### src/rtl/spec_readout_if.sv
// Output stream of the spectrum readout: valid/ready handshake with a last-word marker.
interface spec_readout_if #(
    parameter int unsigned DATA_W = 32
) ();
    logic [DATA_W-1:0] data_out;
    logic              data_valid_out;
    logic              data_ready_in;
    logic              data_last_out;

    modport master (
        output data_out,
        output data_valid_out,
        output data_last_out,
        input  data_ready_in
    );

    modport slave (
        input  data_out,
        input  data_valid_out,
        input  data_last_out,
        output data_ready_in
    );
endinterface

### src/rtl/spec_readout.sv
// Streams accumulated spectra out of the accumulation DPRAM after a pass completes,
// with optional saturating background subtraction and a credit-limited output FIFO.
module spec_readout #(
    parameter int unsigned ADDR_W     = 14,
    parameter int unsigned BIN_BITS   = 10,
    parameter int unsigned DATA_W     = 32,
    parameter int unsigned RD_LAT     = 2,
    parameter int unsigned FIFO_DEPTH = 8
) (
    input  logic                clk,
    input  logic                rst,
    input  logic                start,
    input  logic [4:0]          range_bins,
    input  logic                bg_sub_en,
    output logic [ADDR_W-1:0]   rdaddr_out,
    output logic [BIN_BITS-1:0] bg_rdaddr_out,
    input  logic [DATA_W-1:0]   dpram_dout,
    input  logic [DATA_W-1:0]   bg_dout,
    spec_readout_if.master      dout_if,
    output logic                busy,
    output logic                done
);

    localparam int unsigned BANK_W = ADDR_W - BIN_BITS;
    localparam int unsigned PTR_W  = $clog2(FIFO_DEPTH);
    localparam int unsigned CNT_W  = $clog2(FIFO_DEPTH + 1);

    typedef enum logic [1:0] {S_IDLE, S_READ, S_DRAIN, S_DONE} state_t;

    typedef struct packed {
        logic              last;
        logic [DATA_W-1:0] data;
    } word_t;

    state_t state_q, state_d;

    logic [4:0]          rb_q;
    logic                bg_en_q;
    logic [4:0]          bin_q;
    logic [BIN_BITS-1:0] idx_q;
    logic [CNT_W-1:0]    outstanding_q;
    logic [RD_LAT:0]     vld_sr_q;
    logic [RD_LAT:0]     last_sr_q;

    word_t               fifo_q [FIFO_DEPTH];
    logic [PTR_W-1:0]    wr_ptr_q, rd_ptr_q;
    logic [CNT_W-1:0]    count_q;
    logic [DATA_W-1:0]   data_q;
    logic                valid_q, last_q;

    logic                issue_c, issue_last_c, credit_c, pop_c, wr_c;
    logic [4:0]          issue_bin_c;
    logic [BIN_BITS-1:0] issue_idx_c;
    logic [DATA_W-1:0]   res_c;
    word_t               wdata_c, head_c;
    logic [PTR_W-1:0]    rd_nxt_c;
    logic [CNT_W-1:0]    count_d_c;

    function automatic logic [PTR_W-1:0] ptr_inc(input logic [PTR_W-1:0] p);
        return (p == PTR_W'(FIFO_DEPTH - 1)) ? '0 : p + 1'b1;
    endfunction

    assign credit_c = outstanding_q < CNT_W'(FIFO_DEPTH);
    assign pop_c    = valid_q && dout_if.data_ready_in;

    // State register
    always_ff @(posedge clk) begin
        if (rst) state_q <= S_IDLE;
        else     state_q <= state_d;
    end

    // Next-state logic
    always_comb begin
        state_d = state_q;
        case (state_q)
            S_IDLE:  if (start) state_d = (range_bins == 5'd0) ? S_DONE : S_READ;
            S_READ:  if (issue_c && issue_last_c) state_d = S_DRAIN;
            S_DRAIN: if (pop_c && outstanding_q == CNT_W'(1)) state_d = S_DONE;
            S_DONE:  state_d = S_IDLE;
            default: state_d = S_IDLE;
        endcase
    end

    // Read-issue decisions; the first address goes out on the start cycle itself
    always_comb begin
        issue_c      = 1'b0;
        issue_last_c = 1'b0;
        issue_bin_c  = bin_q;
        issue_idx_c  = idx_q;
        case (state_q)
            S_IDLE: begin
                if (start && range_bins != 5'd0) begin
                    issue_c     = 1'b1;
                    issue_bin_c = 5'd0;
                    issue_idx_c = '0;
                end
            end
            S_READ: begin
                if (credit_c) begin
                    issue_c      = 1'b1;
                    issue_last_c = (bin_q == rb_q - 5'd1) && (&idx_q);
                end
            end
            default: ;
        endcase
    end

    // Address walk, configuration latch, status outputs and in-flight tracking
    always_ff @(posedge clk) begin
        if (rst) begin
            rb_q          <= '0;
            bg_en_q       <= 1'b0;
            bin_q         <= '0;
            idx_q         <= '0;
            rdaddr_out    <= '0;
            bg_rdaddr_out <= '0;
            outstanding_q <= '0;
            vld_sr_q      <= '0;
            last_sr_q     <= '0;
            busy          <= 1'b0;
            done          <= 1'b0;
        end else begin
            if (state_q == S_IDLE && start) begin
                rb_q    <= range_bins;
                bg_en_q <= bg_sub_en;
            end
            if (issue_c) begin
                rdaddr_out    <= {BANK_W'(issue_bin_c), issue_idx_c};
                bg_rdaddr_out <= issue_idx_c;
                if (&issue_idx_c) begin
                    idx_q <= '0;
                    bin_q <= issue_bin_c + 5'd1;
                end else begin
                    idx_q <= issue_idx_c + 1'b1;
                    bin_q <= issue_bin_c;
                end
            end
            outstanding_q <= outstanding_q + CNT_W'(issue_c) - CNT_W'(pop_c);
            vld_sr_q      <= {vld_sr_q[RD_LAT-1:0], issue_c};
            last_sr_q     <= {last_sr_q[RD_LAT-1:0], issue_c && issue_last_c};
            busy          <= (state_d == S_READ) || (state_d == S_DRAIN);
            done          <= (state_d == S_DONE);
        end
    end

    // Saturating unsigned background subtraction on the landing read data
    always_comb begin
        res_c = dpram_dout;
        if (bg_en_q) res_c = (dpram_dout >= bg_dout) ? dpram_dout - bg_dout : '0;
        wr_c         = vld_sr_q[RD_LAT];
        wdata_c.data = res_c;
        wdata_c.last = last_sr_q[RD_LAT];
    end

    // Next FIFO head; a write into an empty (or emptying) FIFO bypasses straight to the head
    always_comb begin
        rd_nxt_c  = pop_c ? ptr_inc(rd_ptr_q) : rd_ptr_q;
        count_d_c = count_q + CNT_W'(wr_c) - CNT_W'(pop_c);
        head_c    = fifo_q[rd_nxt_c];
        if (wr_c && (count_q - CNT_W'(pop_c)) == '0) head_c = wdata_c;
    end

    always_ff @(posedge clk) begin
        if (wr_c) fifo_q[wr_ptr_q] <= wdata_c;
    end

    always_ff @(posedge clk) begin
        if (rst) begin
            wr_ptr_q <= '0;
            rd_ptr_q <= '0;
            count_q  <= '0;
            data_q   <= '0;
            valid_q  <= 1'b0;
            last_q   <= 1'b0;
        end else begin
            if (wr_c) wr_ptr_q <= ptr_inc(wr_ptr_q);
            rd_ptr_q <= rd_nxt_c;
            count_q  <= count_d_c;
            valid_q  <= (count_d_c != '0);
            if (count_d_c != '0) begin
                data_q <= head_c.data;
                last_q <= head_c.last;
            end else begin
                last_q <= 1'b0;
            end
        end
    end

    assign dout_if.data_out       = data_q;
    assign dout_if.data_valid_out = valid_q;
    assign dout_if.data_last_out  = last_q;

endmodule
### src/flat_wrapper.sv
// flat-port wrapper written by rule: the top's interface ports become plain ports
module spec_readout_flat 
#(
    parameter int unsigned ADDR_W     = 14,
    parameter int unsigned BIN_BITS   = 10,
    parameter int unsigned DATA_W     = 32,
    parameter int unsigned RD_LAT     = 2,
    parameter int unsigned FIFO_DEPTH = 8
)
  (clk, rst, start, range_bins, bg_sub_en, rdaddr_out, bg_rdaddr_out, dpram_dout, bg_dout, busy, done, dout_if_data_out, dout_if_data_valid_out, dout_if_data_last_out, dout_if_data_ready_in);
  spec_readout_if #(.DATA_W(DATA_W)) dout_if_i ();
  input  logic clk;
  input  logic rst;
  input  logic start;
  input  logic [4:0] range_bins;
  input  logic bg_sub_en;
  output logic [ADDR_W-1:0] rdaddr_out;
  output logic [BIN_BITS-1:0] bg_rdaddr_out;
  input  logic [DATA_W-1:0] dpram_dout;
  input  logic [DATA_W-1:0] bg_dout;
  output logic busy;
  output logic done;
  output wire logic [$bits(dout_if_i.data_out)-1:0] dout_if_data_out;
  output wire logic [$bits(dout_if_i.data_valid_out)-1:0] dout_if_data_valid_out;
  output wire logic [$bits(dout_if_i.data_last_out)-1:0] dout_if_data_last_out;
  input wire logic [$bits(dout_if_i.data_ready_in)-1:0] dout_if_data_ready_in;
  assign dout_if_data_out = dout_if_i.data_out;
  assign dout_if_data_valid_out = dout_if_i.data_valid_out;
  assign dout_if_data_last_out = dout_if_i.data_last_out;
  assign dout_if_i.data_ready_in = dout_if_data_ready_in;
  spec_readout #(.ADDR_W(ADDR_W), .BIN_BITS(BIN_BITS), .DATA_W(DATA_W), .RD_LAT(RD_LAT), .FIFO_DEPTH(FIFO_DEPTH)) u_core (.clk(clk), .rst(rst), .start(start), .range_bins(range_bins), .bg_sub_en(bg_sub_en), .rdaddr_out(rdaddr_out), .bg_rdaddr_out(bg_rdaddr_out), .dpram_dout(dpram_dout), .bg_dout(bg_dout), .dout_if(dout_if_i), .busy(busy), .done(done));
endmodule
### config.mk
export PLATFORM = sky130hd
export DESIGN_NAME = spec_readout_flat
export DESIGN_NICKNAME = d
export VERILOG_FILES = /design/src/rtl/spec_readout_if.sv /design/src/rtl/spec_readout.sv /design/src/flat_wrapper.sv
export SDC_FILE = /design/constraint.sdc
export NUM_CORES = 1
export LEC_CHECK = 0
export CAP_MARGIN = 0
export CORE_MARGIN = 5
export CORE_UTILIZATION = 55
export DETAILED_ROUTE_END_ITERATION = 10
export GPL_ROUTABILITY_DRIVEN = 1
export PLACE_DENSITY = 0.76
export SETUP_SLACK_MARGIN = 0.1
export SLEW_MARGIN = 20
export SYNTH_ARGS = -nofsm -noshare
export SYNTH_HDL_FRONTEND = slang
export SYNTH_SLANG_ARGS = --single-unit
### constraint.sdc
create_clock -name clk -period 5.4 [get_ports clk]
set_input_delay 1.08 -clock clk [delete_from_list [all_inputs] [get_ports clk]]
set_output_delay 1.08 -clock clk [all_outputs]
set_load 0.01 [all_outputs]
==> summary.md <==
| Metric | Value |
|---|---|
| Slew HR | 0.324 |
| Synthesized flop and latch total | 357 |
| Number of global-route vias before repair | 12719 |
| Number of enable flip-flop cells after synthesis | 264 |
| Final setup vio count | 0 |
| Commonest cells after routing, fill and taps aside | nand2_1 (375), edfxtp_1 (264), clkdlybuf4s50_1 (132), a21oi_1 (93), dfxtp_1 (93) |
| Critical path data arrival time | 4.82 ns |
| Maxcap violations | 0 |
| Rows | 64 |
| Cell accounting for the most synthesized area | edfxtp_1 |
| Final Hold Fails | 0 |
| WL/cell | 22.0 um |
| R2r startpoint | u_core.dout_if.data_valid_out |
| Reg2Reg Setup Slack | 1.91 ns |
| Worst Tran Pin Value | 1.01 ns |
| Fill count | 2278 |
| RSZ-0062 raised after global routing | false |
| Post-CTS Setup Bufs | 0 |
| TNS Setup | 0 ns |
| Clock Latency Late Sink | 0.54 ns |
| Outcome | complete, no violations |
| Post-Syn Area per Cell | 10.4 um2 |
| Netlist Area Pre-Place | 0.0168 mm2 |
| Min Tclk post-route | 4.37 ns |
| DRT Pass-1 Iters | 5 |
| DR DRC count | 0 |
| Worst-path maximum fanout | 32 |
| Placed Cells | 2073 |
| Clock skew | 0.0258 ns |
| PwrDens | 417 mW/mm2 |
| Vias | 13145 |
| Cell count of the worst reg-to-reg path | 12 |
| Synth area leaders | edfxtp_1 (47%), dfxtp_1 (11%), nand2_1 (8.4%) |
| Commonest non-fill, non-tap cell in the layout | nand2_1 |
| Fin crit share | 0.809 |
| Largest net degree at the start of global routing | 77 |
| DIE HEIGHT | 185 um |
| CP Launch Type | input port |
| Num CTS Buffers | 36 |
| Post-Route WL | 47100 um |
| Main synth FF type | edfxtp_1 |
| Io pins | 134 |
| Root Buffer | clkbuf_16 |
| Hold path cells | 1 |
| Sequential share of the synthesized area | 0.583 |
| Maximum vdd drop | 0.269 mV |
| Yosys warnings | 0 |
| Post-synthesis cell type count | 69 |
| Worst Hold Class | reg -> reg |
| Placer Congestion | 0.981 |
| Post-CTS sizing | 0 |
| First-pass GRT wire length | 72300 um |
| Num Clock Sinks | 357 |
| Origin of the worst setup path | dpram_dout[0] |
| Clock H-tree levels | 2 |
| Total core area | 0.0303 mm2 |
| Syn nets | 1737 |
| Die width | 185 um |
| Clk slew on worst S/H paths | 0.06 ns |
| Capture point of the worst reg-to-reg path | u_core.dout_if.data_out[22] |
| Vias per cell | 6.14 |
| Asr flop ratio synth | 0 |
| Area occupied by multi-input gates | 0.00640 mm2 |
| Dpl hpwl | 30400 um |
| Top-area cell type share of the netlist area | 0.472 |
| Grt total ovfl | 0 |
| Area Growth Syn to Fin | 18.2% |
| HP Start | u_core.vld_sr_q[1] |
| Kind of critical path | in -> reg |
| Cts hold-fix bufs | 0 |
| Total Nets Final | 1843 |
| Fraction of layout cells with a size suffix above 1 | 0.0694 |
| IO Port Bufs | 133 |
| Post-Syn Instances | 1609 |
| Reg area | 0.00979 mm2 |
| Die ar. | 0.0341 mm2 |
| Sink of the worst hold path | u_core.vld_sr_q[2] |
| Fmax | 229 MHz |
| Post-route ant nets | 0 |
| CP endpoint kind | flip-flop |
| Final cell count without fillers | 2140 |
| Total track usage | 0.274 |
| Initial antenna violation count | 0 |
| Initial Util | 0.553 |
| Initial DRC Count | 1549 |
| Clock tree from TritonCTS | built |
| Leak | 0.00721 uW |
| Fin. max-slew vios | 0 |
| Worst Path Required | 5.85 ns |
| Max clock buf depth | 3 |
==> area by class of cell <==
| cell class | count | share of cell area |
|---|---|---|
| sequential | 357 | 0.493 |
| multi-input combinational | 1085 | 0.323 |
| timing repair buffer | 168 | 0.0826 |
| clock buffer | 44 | 0.0474 |
| tap | 396 | 0.0250 |
| clock inverter | 22 | 0.0163 |
| inverter | 67 | 0.0127 |
| antenna | 1 | 0.000126 |
==> registers in the layout, indices dropped and copies added, names as in the netlist, 4 cells and up <==
name and cells:
u_core.outstanding_q 4, u_core.bin_q 5, u_core.fifo_q 264, u_core.rdaddr_out 5, u_core.idx_q 10, u_core.count_q 4
u_core.rb_q 5, u_core.dout_if.data_out 32, u_core.bg_rdaddr_out 9
==> power breakdown <==
group	total, uW	internal (uW)	leakage, uW	switching (uW)
Combinational	2390	940	0.00347	1450
Sequential	3240	3110	0.00314	128
Clock	2640	1590	0.000606	1040
==> how the worst max path moves through the flow <==
stage | end | slack (ns) | cells past startpoint
floorplan | u_core.dout_if.data_out[3] | 1.71 | 14
global placement | u_core.dout_if.data_out[21] | 0.68 | 14
detailed placement | u_core.dout_if.data_out[21] | 0.57 | 14
CTS | u_core.dout_if.data_out[21] | 1.09 | 14
global route | u_core.dout_if.data_out[21] | 0.84 | 14
finish | u_core.dout_if.data_out[21] | 1.03 | 14
==> logic make-up after synthesis <==
logic type	count (synthesis)	share of synthesized area
multiplexers	7	0.00425
adder cells (fa/ha/maj)	55	0.0422
flip-flops	357	0.583
AND/OR/NAND/NOR	668	0.176
buffers and inverters	167	0.0414
AO/OA/AOI/OAI	312	0.131
XOR/XNOR	43	0.0224
==> stage by stage <==
stage                     hold slack [ns]  utilization  power (uW)  setup slack [ns]  cell area [um2]
after floorplan                     0.414            -        4720              1.71            16800
final                               0.433        0.654        8270              1.03            19800
after detailed placement            0.422        0.612        5640             0.568            18600
after global placement              0.417        0.612        5600             0.683            18600
after CTS                           0.437        0.654        8270              1.09            19800
after global routing                0.455        0.654        8640             0.839            19800
==> worst max-delay path, stage by stage <==
cell and delay [ns]:
clkdlybuf4s50_1 0.46, inv_1 0.06, ha_1 0.20, inv_1 0.07
fa_1 0.26, a211oi_1 0.11, o21ai_0 0.30, a21oi_1 0.18
and3_1 0.22, nor4_4 0.24, o21a_2 0.76, a22o_1 0.55
o211ai_1 0.17, a21oi_1 0.15
==> cells in the mapped netlist, types with 4 or more instances <==
cell      number
buf_2         15
and2_1         8
buf_1         12
nand2_1      375
nand2_2        6
nand3_1       88
a21oi_1       94
nor3_1        21
a22o_1        15
dfxtp_1       93
ha_1          51
edfxtp_1     264
mux2i_1        6
a311o_1       22
or3_1          4
a211oi_1      10
o31ai_1        4
inv_1         67
a31oi_1        9
nor4_1         5
xor2_1        20
xnor2_1       23
nor2_1        75
o211ai_1      16
a311oi_1      54
buf_4         11
nand2b_1      10
o21a_1         5
a211o_1        4
clkbuf_1      61
nor2b_1       22
o21bai_1       4
o21ai_0       38
and3_1        33
o21ai_1        4
nand4_1       10
==> routing by layer <==
metal,vias to the layer above,part of all wire,GRT usage,wire (um)
met5,-,0,0,0
met3,90,0.10,0.0487,4830
met4,0,0.026,0.0857,1200
li1,6025,-,-,-
met2,705,0.47,0.434,22000
met1,6325,0.41,0.389,19100
Power figures use the tool's default switching activity.
